===== config.mk =====
export PLATFORM = sky130hd
export DESIGN_NAME = ifmap_spad_ctrl
export DESIGN_NICKNAME = d
export VERILOG_FILES = /design/src/rtl/ifmap_pkg.sv /design/src/rtl/ifmap_spad_ctrl_ring_ptr.sv /design/src/rtl/ifmap_spad_ctrl.sv
export SDC_FILE = /design/constraint.sdc
export NUM_CORES = 1
export LEC_CHECK = 0
export CORE_MARGIN = 4
export CORE_UTILIZATION = 30
export CTS_CLUSTER_DIAMETER = 150
export CTS_CLUSTER_SIZE = 14
export DETAILED_ROUTE_END_ITERATION = 7
export PLACE_DENSITY = 0.68
export SYNTH_ARGS = -nofsm -noshare
export SYNTH_HDL_FRONTEND = slang
export SYNTH_SLANG_ARGS = --single-unit

===== constraint.sdc =====
create_clock -name clk -period 1.73 [get_ports clk]
set_input_delay 0.346 -clock clk [delete_from_list [all_inputs] [get_ports clk]]
set_output_delay 0.346 -clock clk [all_outputs]
set_load 0.02 [all_outputs]

===== src/rtl/ifmap_pkg.sv =====
// ifmap spad controller shared types: state encoding and spad geometry.
package ifmap_pkg;

  localparam int DATA_W      = 16;
  localparam int SPAD_DEPTH  = 12;
  localparam int SPAD_ADDR_W = 4;

  localparam logic [2:0] ST_IDLE    = 3'd0;
  localparam logic [2:0] ST_FILL    = 3'd1;
  localparam logic [2:0] ST_READ    = 3'd2;
  localparam logic [2:0] ST_ADVANCE = 3'd3;
  localparam logic [2:0] ST_DRAIN   = 3'd4;

  typedef enum logic [2:0] {
    IDLE    = ST_IDLE,
    FILL    = ST_FILL,
    READ    = ST_READ,
    ADVANCE = ST_ADVANCE,
    DRAIN   = ST_DRAIN
  } state_e;

endpackage


===== src/rtl/ifmap_spad_ctrl_ring_ptr.sv =====
// Modulo-N ring pointer with clear/load/inc.
// clear wins over load, load wins over inc.
module ring_ptr #(
  parameter int N = 3,
  parameter int W = 2
) (
  input  logic         clk,
  input  logic         reset,
  input  logic         clear,
  input  logic         load,
  input  logic [W-1:0] load_val,
  input  logic         inc,
  output logic [W-1:0] val
);

  localparam logic [W-1:0] LAST = W'(N - 1);

  always_ff @(posedge clk) begin
    if (reset) begin
      val <= '0;
    end else if (clear) begin
      val <= '0;
    end else if (load) begin
      val <= load_val;
    end else if (inc) begin
      val <= (val == LAST) ? '0 : val + 1'b1;
    end
  end

endmodule


===== src/rtl/ifmap_spad_ctrl.sv =====
// ifmap spad controller: circular row fill, sliding-window readout.
// IFMAP_CTRL_PERF_EN adds saturating input/output stall counters.
module ifmap_spad_ctrl #(
  parameter int DATA_W = 16,
  parameter int ADDR_W = ifmap_pkg::SPAD_ADDR_W,
  parameter int DEPTH  = ifmap_pkg::SPAD_DEPTH,
  parameter int FILT_W = 3,
  parameter int NWIN_W = 8
) (
  input  logic              clk,
  input  logic              reset,
  input  logic              start,
  input  logic [NWIN_W-1:0] num_windows,
  input  logic [DATA_W-1:0] in_data,
  input  logic              in_valid,
  output logic              in_ready,
  output logic [DATA_W-1:0] out_data,
  output logic              out_valid,
  input  logic              out_ready,
  output logic              out_last,
  output logic              busy,
  output logic              done,
`ifdef IFMAP_CTRL_PERF_EN
  output logic [15:0]       stall_in_cnt,
  output logic [15:0]       stall_out_cnt,
`endif
  output logic [ADDR_W-1:0] spad_addr,
  output logic              spad_we,
  output logic [DATA_W-1:0] spad_wdata,
  input  logic [DATA_W-1:0] spad_rdata
);

  import ifmap_pkg::*;

  localparam int PW = (FILT_W > 1) ? $clog2(FILT_W) : 1;
  localparam logic [PW-1:0] LAST = PW'(FILT_W - 1);

  if (FILT_W > DEPTH || PW > ADDR_W) begin : g_cfg_err
    $error("ifmap_spad_ctrl: FILT_W does not fit the spad");
  end

  function automatic logic [PW-1:0] wrap_inc(input logic [PW-1:0] v);
    return (v == LAST) ? '0 : v + 1'b1;
  endfunction

  state_e            state;
  logic [NWIN_W-1:0] nwin;
  logic [NWIN_W-1:0] win_cnt;
  logic [NWIN_W-1:0] win_nxt;
  logic [PW-1:0]     elem;
  logic [PW-1:0]     base;
  logic [PW-1:0]     wr_ptr;
  logic [PW-1:0]     rd_ptr;
  logic [PW-1:0]     rd_load_val;

  logic wr_fire;
  logic out_fire;
  logic capture;
  logic accept;
  logic go;
  logic fill_done;
  logic adv_fire;
  logic rd_load;

  assign in_ready  = (state == FILL) || (state == ADVANCE);
  assign wr_fire   = in_valid && in_ready;
  assign out_fire  = out_valid && out_ready;
  assign capture   = (state == READ) && (!out_valid || out_ready);
  assign accept    = (state == IDLE) && start;
  assign go        = accept && (num_windows != '0);
  assign fill_done = (state == FILL) && wr_fire && (wr_ptr == LAST);
  assign adv_fire  = (state == ADVANCE) && wr_fire;
  assign win_nxt   = win_cnt + 1'b1;

  // ADVANCE reloads the reader at the slot just past the overwritten one
  assign rd_load     = fill_done || adv_fire;
  assign rd_load_val = adv_fire ? wrap_inc(base) : base;

  assign spad_we    = wr_fire;
  assign spad_wdata = in_data;
  assign spad_addr  = ADDR_W'((state == READ) ? rd_ptr : wr_ptr);
  assign busy       = (state != IDLE);

  ring_ptr #(.N(FILT_W), .W(PW)) u_base (
    .clk      (clk),
    .reset    (reset),
    .clear    (go),
    .load     (1'b0),
    .load_val ('0),
    .inc      (adv_fire),
    .val      (base)
  );

  ring_ptr #(.N(FILT_W), .W(PW)) u_wr (
    .clk      (clk),
    .reset    (reset),
    .clear    (go),
    .load     (1'b0),
    .load_val ('0),
    .inc      (wr_fire),
    .val      (wr_ptr)
  );

  ring_ptr #(.N(FILT_W), .W(PW)) u_rd (
    .clk      (clk),
    .reset    (reset),
    .clear    (1'b0),
    .load     (rd_load),
    .load_val (rd_load_val),
    .inc      (capture),
    .val      (rd_ptr)
  );

  always_ff @(posedge clk) begin
    if (reset) begin
      state     <= IDLE;
      out_valid <= 1'b0;
      out_last  <= 1'b0;
      out_data  <= '0;
      done      <= 1'b0;
      nwin      <= '0;
      win_cnt   <= '0;
      elem      <= '0;
    end else begin
      done <= 1'b0;
      if (capture) begin
        out_data  <= spad_rdata;
        out_valid <= 1'b1;
        out_last  <= (elem == LAST);
      end else if (out_fire) begin
        out_valid <= 1'b0;
        out_last  <= 1'b0;
      end
      unique case (state)
        IDLE: begin
          if (start) begin
            if (num_windows == '0) begin
              done <= 1'b1;
            end else begin
              nwin    <= num_windows;
              win_cnt <= '0;
              state   <= FILL;
            end
          end
        end
        FILL: begin
          if (fill_done) begin
            elem  <= '0;
            state <= READ;
          end
        end
        READ: begin
          if (capture) begin
            if (elem == LAST) begin
              elem    <= '0;
              win_cnt <= win_nxt;
              state   <= (win_nxt == nwin) ? DRAIN : ADVANCE;
            end else begin
              elem <= elem + 1'b1;
            end
          end
        end
        ADVANCE: begin
          if (wr_fire) begin
            elem  <= '0;
            state <= READ;
          end
        end
        DRAIN: begin
          if (out_fire) begin
            state <= IDLE;
            done  <= 1'b1;
          end
        end
        default: state <= IDLE;
      endcase
    end
  end

`ifdef IFMAP_CTRL_PERF_EN
  always_ff @(posedge clk) begin
    if (reset || accept) begin
      stall_in_cnt  <= '0;
      stall_out_cnt <= '0;
    end else begin
      if (in_ready && !in_valid && stall_in_cnt != 16'hFFFF) begin
        stall_in_cnt <= stall_in_cnt + 16'd1;
      end
      if (out_valid && !out_ready && stall_out_cnt != 16'hFFFF) begin
        stall_out_cnt <= stall_out_cnt + 16'd1;
      end
    end
  end
`endif

endmodule


==> results of run 1 <==
-- critical path, delay by kind of cell, from the launching register on --
kind	cells	cell delay [ns]
and+or+nand+nor	2	0.67
AOI/OAI and AO/OA	3	0.50
DFF	1	0.34
buffers and inverters	2	0.24
-- path summary, 6_finish.rpt --
kind	start	to	slack, ns	cells past startpoint
max reg2reg	state[1]$_SDFFE_PP0P_	win_cnt[7]$_SDFFE_PP0P_	-0.08	7
min reg2reg	out_data[8]$_SDFFE_PP0P_	out_data[8]$_SDFFE_PP0P_	0.46	2
min	out_data[8]$_SDFFE_PP0P_	out_data[8]$_SDFFE_PP0P_	0.46	2
max	state[1]$_SDFFE_PP0P_	win_cnt[7]$_SDFFE_PP0P_	-0.08	7
-- sequential cells by signal, summed over array words and instances, names as in the netlist --
| signal | cells |
|---|---|
| elem | 2 |
| done | 1 |
| state | 3 |
| win_cnt | 8 |
| nwin | 8 |
| out_data | 16 |
| out_last | 1 |
| u_base.val | 2 |
| u_wr.val | 2 |
| out_valid | 1 |
| u_rd.val | 2 |
-- routing by layer --
| layer | vias to the layer above | routed length (um) | GRT usage, % |
|---|---|---|---|
| li1 | 1190 | - | - |
| met1 | 1118 | 2800 | 17.7 |
| met2 | 47 | 3260 | 23.5 |
| met3 | 9 | 309 | 3.60 |
| met4 | 0 | 65 | 4.15 |
| met5 | - | 0 | 0 |
-- cells in the final DEF, fill, tap and decap left out, types with 3 or more instances in the layout --
cell type / netlist / layout
buf_6: 1 / 11
nor2b_1: 5 / 4
dfxtp_1: 46 / 41
clkbuf_8: 0 / 5
nor3b_1: 3 / 3
xnor2_1: 3 / 3
nand2b_1: 4 / 3
buf_12: 0 / 3
buf_4: 19 / 48
nand2_1: 63 / 59
a21oi_1: 39 / 34
a21oi_2: 0 / 5
nor2_1: 14 / 14
nand2_2: 0 / 4
dfxtp_4: 0 / 4
dlygate4sd2_1: 0 / 6
o21ai_1: 1 / 4
nand3_1: 8 / 7
a22oi_1: 4 / 3
and2_1: 4 / 3
o21ai_0: 15 / 9
clkdlybuf4s50_1: 0 / 40
xor2_1: 5 / 5
nand4_1: 4 / 4
inv_1: 5 / 5
nor3_1: 5 / 4
or3_1: 5 / 3
-- logic make-up (layout without fill, tap and decap cells) --
family          Yosys count  count (layout)
other cells               1               2
simple gates            129             129
flops                    46              46
compound gates           75              75
xor+xnor                  8               8
fa+ha+maj                 1               1
buf+inv                  41             124
mux                       1               1
-- power breakdown --
group | internal [uW] | switching, uW
registers | 1070 | 13.6
clock network | 286 | 375
logic | 158 | 133
-- layout make-up --
type	count	area [sq um]	share of cell area, %
Timing Repair Buffer	111	1020	28.5
Clock inverter	2	13.8	0.385
Multi-Input combinational cell	216	1390	38.9
Sequential cell	46	937	26.2
Inverter	5	18.8	0.524
Tap cell	99	124	3.46
Clock buffer	6	72.6	2.03
-- per-stage QoR --
step	util [%]	cell area, sq um
floorplan	-	2340
detailed placement	42.2	3120
finish	48.3	3580
CTS	45.6	3380
global route	48.3	3580
global placement	42.2	3120
-- what timing repair did --
action	CTS	global route
pin swaps	14	18
buffers inserted	7	5
endpoints found under the setup margin	24	22
resized for setup	55	46
==> impl_metrics.csv, run 1 <==
group,metric,value,unit
grt,antenna_found_initial,0,
cts,cts_tree,"yes",
timing,rsz0062_at_grt,"true",
placement,routabilityCongestion,0.865,
logic_synthesis,yosys.area_share.simple,27.1,%
cells_and_area,n_fill_cell,690,
routing,drt_iter0_drc,97,
cts,clk_latency,0.30,ns
routing,drc_errors,0,
logic_synthesis,synth_cell_types,50,
logic_synthesis,synthXorXnorAreaFrac,3.01,%
timing,slew-limit-headroom,65.8,%
logic_synthesis,synth.area.top_cells,"dfxtp_1 40%, nand2_1 10%, a21oi_1 8.4%",
floorplan,core,0.00741,sq mm
floorplan,fp.dieW,96.1,um
cts,root_buffer,"clkbuf_8",
logic_synthesis,async_reset_ff_share,0,%
timing,fin_skew,0.00624,ns
critical_path,critPathSlowestCell,"or4_4",
power_and_ir_drop,cellLeakagePower,0.00133,uW
logic_synthesis,avgSynthCellArea,7.71,sq um
timing,tns,-0.297,ns
timing,min_period_over_period,104,%
timing,setup_viol,8,
routing,routed-via-count,2364,
cts,cts_buffers,5,
grt,grtUsageTotal,14.1,%
critical_path,cp_max_fo,8,
logic_synthesis,synth_cells,302,
logic_synthesis,synth_top_area_share,39.5,%
cells_and_area,drive_above_1_share,29.0,%
status,status,"finished, violations left",
critical_path,arrival,2.05,ns
power_and_ir_drop,power,2030,uW
cts,clock_sinks,46,
logic_synthesis,yosysTopAreaCell,"dfxtp_1",
logic_synthesis,synth-compound-area-share,19.1,%
cts,htree_levels,2,
logic_synthesis,synthMuxAreaShare,0.483,%
critical_path,critPathLaunchType,"register",
logic_synthesis,synth_top_family_by_area,"simple AND/OR/NAND/NOR gates",
logic_synthesis,ys_ff_latch,46,
cts,ctsHoldBuffers,0,
routing,final_antenna_net_count,0,
power_and_ir_drop,max-vdd-ir-drop,0.000308,V
timing,hold_viol,0,
logic_synthesis,synth-seq-area-share,39.5,%
cells_and_area,fin_cells,485,
grt,overflow,0,
critical_path,worstPathCellList,"buf_6 -> nor3b_4 -> buf_6 -> a32oi_4 -> o211ai_4 -> or4_4 -> a21oi_2",
cells_and_area,n_antenna_cell,0,
logic_synthesis,yosys-top-cells-count,"63 x nand2_1, 46 x dfxtp_1, 39 x a21oi_1",
logic_synthesis,yosysMostFrequentCell,"nand2_1",
critical_path,crit_required,1.97,ns
routing,wl_per_cell,13.3,um
critical_path,worst_path_largest_cell_delay,0.51,ns
placement,dp_cells,466,
critical_path,cpMostUsedCell,"buf_6",
floorplan,die_height,96.1,um
floorplan,io_pins,87,
critical_path,path_class,"register to register",
cells_and_area,nNetsFinal,431,
logic_synthesis,syn_area,0.00233,sq mm
timing,fin_ws,-0.0767,ns
routing,avgViaCountPerCell,4.87,
cts,clock_path_buffers,2,
floorplan,die-area,0.00924,sq mm
grt,grt_pass1_vias,2264,
logic_synthesis,synth_adder_area_share,0.537,%
flow_run,maxCapViolations,0,
timing,slew_violations,0,
routing,wl,6.43,mm
grt,grt_max_degree,20,
cts,clk_pin_slew,0.09,ns
placement,place_ws,-0.590,ns
logic_synthesis,yosys_warnings,0,
worst_hold_path,hp-class,"register to register",
cells_and_area,syn_to_final_growth,53.6,%
floorplan,start_util,31.4,%
timing,holdWs,0.458,ns
grt,grt_pass1_wl,10.4,mm
status,violations,"negative setup slack",
placement,place_hpwl,4.73,mm
timing,max_freq,0.554,GHz
timing,period_minus_slack,1.81,ns
placement,port_buffers,52,
routing,firstDrtPassIters,4,
timing,worst_pin_slew,0.508,ns
floorplan,std_cell_rows,31,
power_and_ir_drop,cellPowerDensity,568,mW/mm^2
logic_synthesis,synth-edff-count,0,
logic_synthesis,synth_top_flop_cell,"dfxtp_1",
critical_path,endpoint_kind,"register",
(Power assumes the default switching activity.)
==> run 2, diff against run 1 <==
- CTS_CLUSTER_DIAMETER: 150 -> not set
- SKIP_LAST_GASP: not set -> 1
==> run 2 against run 1 <==
The run still ends with negative setup slack left. Critical endpoint is now spad_addr[0]. Clock power increased by 0.9%. Worst setup slack got worse by 0.035 ns. Worst hold slack about the same. First-iteration DRC count decreased by 18%. Sequential share of layout area is 0.12 points higher. Largest cell class unchanged. Global-route usage about the same. Die area is the same. Sequential cell count unchanged. Largest power group unchanged. Count of clock-buffer cells in the layout stayed put.
==> impl_metrics.csv, run 2 (same netlist as run 1, synthesis figures left out) <==
group,metric,value,unit
grt,grt_max_degree,20,
cts,cts_buffers,5,
cts,clk_latency,0.30,ns
critical_path,path_class,"register to output port",
critical_path,crit_required,1.38,ns
floorplan,core,0.00741,sq mm
timing,slew_violations,0,
status,violations,"negative setup slack",
cts,root_buffer,"clkbuf_8",
worst_hold_path,hp-class,"register to register",
cts,clk_pin_slew,0.09,ns
timing,max_freq,0.543,GHz
timing,slew-limit-headroom,66.2,%
routing,top_layer_used,"met4",
timing,fin_ws,-0.111,ns
cells_and_area,regMostFlops,"out_data",
critical_path,endpoint_kind,"output port",
floorplan,io_pins,87,
timing,setup_viol,10,
cells_and_area,drive_above_1_share,27.9,%
critical_path,worstReg2RegStart,"state[1]$_SDFFE_PP0P_",
timing,rsz0062_at_grt,"true",
cts,htree_levels,2,
floorplan,fp.dieW,96.1,um
cells_and_area,syn_to_final_growth,52.5,%
routing,wl_met1,2.84,mm
placement,placed_area,0.00312,sq mm
timing,hold_viol,0,
routing,avgViaCountPerCell,4.87,
routing,routed-via-count,2368,
floorplan,std_cell_rows,31,
critical_path,critPathSlowestCell,"dfxtp_4",
power_and_ir_drop,max-vdd-ir-drop,0.000308,V
routing,dr_wl_met3,298,um
power_and_ir_drop,cellLeakagePower,0.00133,uW
power_and_ir_drop,power,2040,uW
floorplan,die-area,0.00924,sq mm
power_and_ir_drop,cellPowerDensity,573,mW/mm^2
timing,period_minus_slack,1.84,ns
routing,wl,6.43,mm
grt,grtUsageTotal,14.1,%
cells_and_area,n_antenna_cell,0,
cells_and_area,layout_commonest_cell,"nand2_1",
grt,antenna_found_initial,0,
placement,port_buffers,52,
cts,clock_sinks,46,
grt,grt_pass1_wl,10.4,mm
placement,place_ws,-0.590,ns
routing,drc_errors,0,
routing,drt_iter0_drc,80,
flow_run,maxCapViolations,0,
floorplan,die_height,96.1,um
critical_path,crit_path_start,"state[0]$_SDFFE_PP0P_",
routing,wl_met2,3.16,mm
cells_and_area,nNetsFinal,432,
routing,wl_per_cell,13.2,um
grt,grt_pass1_vias,2247,
critical_path,timing.rr.end,"win_cnt[7]$_SDFFE_PP0P_",
critical_path,path_buf_inv,3,
cells_and_area,reg_top3,"out_data x16, nwin x8, win_cnt x8",
critical_path,arrival,1.50,ns
critical_path,critPathLaunchType,"register",
placement,routabilityCongestion,0.865,
timing,worst_pin_slew,0.502,ns
grt,overflow,0,
cells_and_area,largest_reg_flops,16,
critical_path,r2r_slack,-0.10,ns
cells_and_area,design_area,0.00355,sq mm
cts,clock_path_buffers,2,
status,status,"finished, violations left",
critical_path,crit_path_end,"spad_addr[0]",
floorplan,start_util,31.4,%
placement,place_hpwl,4.73,mm
timing,holdWs,0.458,ns
routing,final_antenna_net_count,0,
timing,min_period_over_period,106,%
routing,firstDrtPassIters,4,
critical_path,reg2reg_depth,7,
cells_and_area,final_cell_mix,"62 x nand2_1, 51 x buf_4, 41 x dfxtp_1, 40 x clkdlybuf4s50_1, 35 x a21oi_1",
critical_path,worst_path_largest_cell_delay,0.37,ns
critical_path,cp.depth,6,
critical_path,cp_max_fo,5,
timing,fin_skew,0.00615,ns
cts,cts_tree,"yes",
critical_path,worstPathCellList,"buf_6 -> nor3b_4 -> buf_4 -> nand2_1 -> nand2_1 -> buf_6",
critical_path,path_delay_family,"simple AND/OR/NAND/NOR gates",
## run 2: cell types whose count changed in the layout (fill, tap and decap cells not counted), sizes merged
cell,before,now
clkdlybuf4s15,0,1
## run 2: worst min path at each step
| stage | to | cells after the start | start |
|---|---|---|---|
| after CTS | out_data[0]$_SDFFE_PP0P_ | 2 | out_data[0]$_SDFFE_PP0P_ |
| after global placement | out_data[14]$_SDFFE_PP0P_ | 2 | out_data[14]$_SDFFE_PP0P_ |
| final | out_data[8]$_SDFFE_PP0P_ | 2 | out_data[8]$_SDFFE_PP0P_ |
| after floorplan | nwin[3]$_SDFFE_PP0P_ | 2 | nwin[3]$_SDFFE_PP0P_ |
| after global routing | nwin[5]$_SDFFE_PP0P_ | 3 | num_windows[5] |
| after detailed placement | out_data[8]$_SDFFE_PP0P_ | 2 | out_data[8]$_SDFFE_PP0P_ |
## run 2: final cells by class
type | count | area (sq um)
Clock buffer | 6 | 72.6
Clock inverter | 2 | 13.8
Fill cell | 698 | 3860
Inverter | 5 | 18.8
Multi-Input combinational cell | 216 | 1370
Sequential cell | 46 | 935
Tap cell | 99 | 124
Timing Repair Buffer | 112 | 1020
## run 2: routing by layer
metal	track usage (%)	vias to the layer above
li1	-	1189
met1	18.0	1114
met2	23.3	52
met3	3.60	13
met4	4.15	0
met5	0	-
## run 2: metrics by stage
step | setup TNS (ns) | utilization (%) | instances
floorplan | -0.101 | - | 303
detailed placement | -10.98 | 42.2 | 466
CTS | -0.250 | 45.4 | 480
global placement | -10.25 | 42.2 | 466
global route | -1.47 | 47.9 | 486
finish | -0.493 | 47.9 | 486
## run 2: timing repair
item                       CTS  global route
hold buffers                 0             0
setup endpoints to repair   24            22
buffers inserted             7             6
pin swaps                   14            18
resized for setup           51            37
gates cloned                 0             0
## run 2: power by group
group	switching (uW)	total (uW)	internal, uW
clock network	381	667	286
logic	131	287	156
registers	13.1	1080	1070
total	525	2040	1510
## run 2: worst reg2reg max path, stage by stage (launching register included)
cell	delay (ns)
dfxtp_2	0.34
buf_6	0.12
nor3b_4	0.16
buf_6	0.12
a32oi_4	0.25
o211ai_4	0.16
or4_4	0.51
a21oi_2	0.12
==> run 3, diff against run 2 <==
- GPL_TIMING_DRIVEN: not set -> 1
==> results of run 3 <==
The final DEF is identical to that of run 2; final timing and power are the same.
